===== src/rtl/mips_pkg.sv =====
// Shared constants and helpers for the pipelined MIPS register-file slice.
package mips_pkg;

    localparam int unsigned WIDTH_DEF = 32;
    localparam int unsigned DEPTH_DEF = 32;
    localparam int unsigned REG_ZERO  = 0;

    // log2 of a power-of-two register count
    function automatic int unsigned addr_width(input int unsigned depth);
        int unsigned w;
        w = 0;
        for (int unsigned i = 1; i < 32; i++) begin
            if ((32'd1 << i) <= depth) w = i;
        end
        return w;
    endfunction

endpackage


===== src/rtl/rf_scoreboard.sv =====
// Per-register busy bits: writes clear, issue sets; issue wins over a same-cycle write.
module rf_scoreboard
    import mips_pkg::*;
#(
    parameter int unsigned DEPTH    = DEPTH_DEF,
    parameter int unsigned ADDR_W   = addr_width(DEPTH),
    parameter bit          ZERO_REG = 1'b1
) (
    input  logic              clk_i,
    input  logic              reset_i,
    input  logic              write0_en_i,
    input  logic [ADDR_W-1:0] write0_addr_i,
    input  logic              write1_en_i,
    input  logic [ADDR_W-1:0] write1_addr_i,
    input  logic              issue_en_i,
    input  logic [ADDR_W-1:0] issue_addr_i,
    output logic [DEPTH-1:0]  busy_o,
    output logic              busy_any_o
);

    logic [DEPTH-1:0] busy_q, busy_d;
    logic             issue_ok;

    assign issue_ok = issue_en_i && !(ZERO_REG && issue_addr_i == ADDR_W'(REG_ZERO));

    always_comb begin
        busy_d = busy_q;
        if (write0_en_i) busy_d[write0_addr_i] = 1'b0;
        if (write1_en_i) busy_d[write1_addr_i] = 1'b0;
        if (issue_ok)    busy_d[issue_addr_i]  = 1'b1;
        if (ZERO_REG)    busy_d[REG_ZERO]      = 1'b0;
    end

    always_ff @(posedge clk_i) begin
        if (reset_i) busy_q <= '0;
        else         busy_q <= busy_d;
    end

    assign busy_o     = busy_q;
    assign busy_any_o = |busy_q;

endmodule


===== src/rtl/register_file_pipe.sv =====
// Multi-read, dual-write register file with optional write bypass and RAW scoreboard.
module register_file_pipe
    import mips_pkg::*;
#(
    parameter int unsigned WIDTH    = WIDTH_DEF,
    parameter int unsigned DEPTH    = DEPTH_DEF,
    parameter int unsigned ADDR_W   = addr_width(DEPTH),
    parameter int unsigned NUM_READ = 2,
    parameter bit          BYPASS   = 1'b1,
    parameter bit          ZERO_REG = 1'b1
) (
    input  logic                       clk,
    input  logic                       reset,
    input  logic [NUM_READ*ADDR_W-1:0] read_addr,
    output logic [NUM_READ*WIDTH-1:0]  read_data,
    output logic [NUM_READ-1:0]        read_busy,
    input  logic                       write0_en,
    input  logic [ADDR_W-1:0]          write0_addr,
    input  logic [WIDTH-1:0]           write0_data,
    input  logic                       write1_en,
    input  logic [ADDR_W-1:0]          write1_addr,
    input  logic [WIDTH-1:0]           write1_data,
    input  logic                       issue_en,
    input  logic [ADDR_W-1:0]          issue_addr,
    output logic                       busy_any
);

    logic [WIDTH-1:0] mem_q [DEPTH];
    logic [DEPTH-1:0] busy;
    logic             w0_ok, w1_ok;

    assign w0_ok = write0_en && !(ZERO_REG && write0_addr == ADDR_W'(REG_ZERO));
    assign w1_ok = write1_en && !(ZERO_REG && write1_addr == ADDR_W'(REG_ZERO));

    // Port 1 is applied last so it wins a same-address collision.
    always_ff @(posedge clk) begin
        if (reset) begin
            for (int unsigned k = 0; k < DEPTH; k++) mem_q[k] <= '0;
        end else begin
            if (w0_ok) mem_q[write0_addr] <= write0_data;
            if (w1_ok) mem_q[write1_addr] <= write1_data;
        end
    end

    rf_scoreboard #(
        .DEPTH    (DEPTH),
        .ADDR_W   (ADDR_W),
        .ZERO_REG (ZERO_REG)
    ) u_scoreboard (
        .clk_i         (clk),
        .reset_i       (reset),
        .write0_en_i   (write0_en),
        .write0_addr_i (write0_addr),
        .write1_en_i   (write1_en),
        .write1_addr_i (write1_addr),
        .issue_en_i    (issue_en),
        .issue_addr_i  (issue_addr),
        .busy_o        (busy),
        .busy_any_o    (busy_any)
    );

    for (genvar i = 0; i < NUM_READ; i++) begin : g_read
        logic [ADDR_W-1:0] ra;
        logic              is_zero, hit0, hit1;
        logic [WIDTH-1:0]  rd;
        logic              rb;

        assign ra      = read_addr[i*ADDR_W +: ADDR_W];
        assign is_zero = ZERO_REG && ra == ADDR_W'(REG_ZERO);
        assign hit0    = BYPASS && write0_en && write0_addr == ra;
        assign hit1    = BYPASS && write1_en && write1_addr == ra;

        always_comb begin
            rd = mem_q[ra];
            rb = busy[ra];
            if (hit1)      rd = write1_data;
            else if (hit0) rd = write0_data;
            if (hit0 || hit1) rb = 1'b0;
            if (is_zero) begin
                rd = '0;
                rb = 1'b0;
            end
        end

        assign read_data[i*WIDTH +: WIDTH] = rd;
        assign read_busy[i]                = rb;
    end

endmodule


===== config.mk =====
export PLATFORM = sky130hd
export DESIGN_NAME = register_file_pipe
export DESIGN_NICKNAME = d
export VERILOG_FILES = /design/src/rtl/mips_pkg.sv /design/src/rtl/rf_scoreboard.sv /design/src/rtl/register_file_pipe.sv
export SDC_FILE = /design/constraint.sdc
export NUM_CORES = 2
export LEC_CHECK = 0
export BUFFER_PORTS_ARGS = -buffer_cell sky130_fd_sc_hd__buf_4
export CELL_PAD_IN_SITES_DETAIL_PLACEMENT = 0
export CELL_PAD_IN_SITES_GLOBAL_PLACEMENT = 1
export CORE_MARGIN = 5
export CORE_UTILIZATION = 35
export CTS_BUF_LIST = sky130_fd_sc_hd__clkbuf_16
export DETAILED_ROUTE_END_ITERATION = 12
export PLACE_DENSITY_LB_ADDON = 0.1
export SETUP_SLACK_MARGIN = 0.15
export SLEW_MARGIN = 20
export SYNTH_ARGS = -nofsm -noshare
export SYNTH_HDL_FRONTEND = slang
export SYNTH_HIERARCHICAL = 1
export SYNTH_SLANG_ARGS = --single-unit

===== constraint.sdc =====
create_clock -name clk -period 16.1 [get_ports clk]
set_input_delay 4.83 -clock clk [delete_from_list [all_inputs] [get_ports clk]]
set_output_delay 4.83 -clock clk [all_outputs]
set_load 0.01 [all_outputs]

==> metrics.txt <==
Finished Core Util=39.20%; Worst Path Required=11.27 ns; DRT iter0 DRCs=5634; Slowest cell on crit path=a211oi_1; clk_skew=0 ns; Post-Route WL=281.6 mm; Tcrit/Tclk final=between 80% and 90%; YS warnings=6; HPWL Detailed=about 160 mm; CP arrival=8.54 ns; Detail Route Antenna Nets=0; RSZ-0062 raised after global routing=false; die span in x=430.8 um; Post-synth top cells=1054 x a22o_1, 1024 x edfxtp_1, 411 x clkbuf_1; number of synthesized flops with an enable pin=1024; endpoints failing setup=0; FF+latch area=31370 um^2; Starting Density=a little over a third; Critical Path Sink Type=output port; Final min period=roughly 13 ns; critical path class=in2out; IO Pins=161; largest net degree at the start of global routing=82; Buffers on Ports=160; most frequent CP cell=buf_4; CP cell instances=buf_8, buf_4, mux4_2, a22o_1, a211oi_1, nor4_1, a221o_1, buf_4; reg2reg path depth=2; slew of the pin with the lowest slew margin=roughly 1.3 ns; CTS Root Cell=clkbuf_16; Overall Global Routing Usage=between 20% and 30%; Post-synth top flop=edfxtp_1; area leader, netlist=edfxtp_1; initial antenna violation count=6; first-pass GRT wire length=386.8 mm; Fin. Hold Viols=0; CTS tree=yes; status=complete, no violations; Max-Cap Viols=0; register bit count reported by yosys=1055; Clk pin slew, worst setup/hold paths=0.06 ns; total gr overflow=0; core area=176100 um^2; cts repair resizes=0; clk buf depth=3; WL per Instance=~43 um; total CTS buffers=133; TritonRoute pass-1 iters=6; Skew-Pair Late Insertion Delay=slightly below 0.8 ns; Lkg Pwr=23.40 nW; Worst VDD drop=0.00008729 V; final slew viol count=0; Synth-to-Final Area Change=11.37%; DIE HEIGHT=430.8 um; critical path startpoint category=input pin; Post-Syn Instances=4351; Max H-tree Level=4; hold path cells=2; Async SR Flop Fraction=0%; vias per cell=about 6.9; Power Dens Cells=between 100 and 150 nW/um^2; layout filler cell count=16320; Vias=45550; setup slack after layout=2.735 ns; # hold bufs at CTS=0; most frequent cell after synthesis=a22o_1; f_max=74.82 MHz; routability cong.=0.8717; die area=185600 um^2; Synth Cell Area=61990 um^2; vias in the first global route=45140; slowest cell delay on critical path=0.73 ns; DRC violations left=0; Area contributors post-synth=edfxtp_1 50%, a22o_1 15%, mux4_2 15%; HP Class=reg2reg; Layout Nets=4223; layout cells sized above 1=24.94%; Post-CTS Setup Inserts=0; Row Count=154; post-synth cell types=55; crit-path max FO=slightly below 70; top-area cell type share of the netlist area=49.61%; slew margin rel.=between 10% and 20%; area occupied by multi-input gates=28030 um^2; clock sinks=1055; sequential share of the synthesized area=between 50 and 60%; mean post-synth cell area=about 14 um^2; Fin Setup TNS=0 ns; Post-Place Setup Slack=2.761 ns
==> kinds of logic (layout without fill, tap and decap cells) <==
family / count (synthesis) / in the layout / synth area share (%)
other: 2 / 34 / 0.01212
muxes: 723 / 723 / 20.16
xor gates and xnor gates: 20 / 20 / 0.2826
AOI/OAI and AO/OA: 1446 / 1446 / 20.36
DFF: 1055 / 1055 / 50.61
and+or+nand+nor: 362 / 362 / 3.230
buffers and inverters: 743 / 587 / 5.355
==> layout make-up <==
class	instances	area share, %
Clock buffer	139	5.039
Inverter	31	0.1686
Antenna cell	1	0.003625
Sequential cell	1055	45.44
Tap cell	2340	4.241
Clock inverter	93	0.7757
Timing Repair Buffer	324	3.730
Multi-Input combinational cell	2584	40.60
==> report_power, final <==
part           total (mW)  switching, mW  internal [mW]
clock                2.85           1.25           1.60
combinational        1.07          0.691          0.382
sequential           3.25         0.0755           3.17
==> metal layers <==
metal	track usage, %	wire length (um)	vias to the layer above
met2	46.35	129100	2433
met4	10.82	11640	0
met3	5.037	21670	537
met1	41.41	119100	24600
li1	-	-	17980
met5	0.1041	0	-
==> final timing paths <==
| path | from | endpoint | slack [ns] |
|---|---|---|---|
| worst min-delay path | u_scoreboard/busy_o[8]$_SDFF_PP0_ | u_scoreboard/busy_o[8]$_SDFF_PP0_ | 0.52 |
| worst max-delay path | read_addr[0] | read_data[8] | 2.73 |
| worst max register to register | u_scoreboard/busy_o[3]$_SDFF_PP0_ | u_scoreboard/busy_o[3]$_SDFF_PP0_ | 15.25 |
| worst min register to register | u_scoreboard/busy_o[8]$_SDFF_PP0_ | u_scoreboard/busy_o[8]$_SDFF_PP0_ | 0.52 |
==> critical path: cells and delay by family <==
family          cells  cell delay [ns]
buf+inv             3             1.49
simple gates        1             0.12
compound gates      3             1.38
mux                 1             0.57
==> sequential cells by signal, summed over array words and instances (netlist names) <==
signal	flops
u_scoreboard/busy_o	31
mem_q	1024
==> through the flow <==
step | cell area, um^2 | hold slack [ns] | cells | power [mW]
after CTS | 69030 | 0.5186 | 6566 | 7.189
after detailed placement | 65010 | 0.5069 | 6334 | 4.362
final | 69040 | 0.5194 | 6567 | 7.170
after global routing | 69030 | 0.5359 | 6566 | 7.358
after global placement | 65010 | 0.5075 | 6334 | 4.353
after floorplan | 62100 | 0.4682 | 4382 | 3.892
==> placed cells by master, fill, tap and decap left out, drive strengths merged, types with 8 or more instances in the layout <==
cell and n:
nor3b 9, inv 76, clkbuf 139, xnor2 12, nand3b 22, conb 33, nand2 75, xor2 8
o211a 60, o32ai 31, edfxtp 1024, nor4 71, dfxtp 31, o22ai 33, a221o 62, nor2 70
mux2 122, or3 29, clkinv 40, a211oi 65, mux2i 193, a22o 1054, or3b 14, o221ai 64
o21ai 9, mux4 408, nor3 31, a221oi 60, buf 324
No activity file was read; power rests on OpenSTA's default activity.
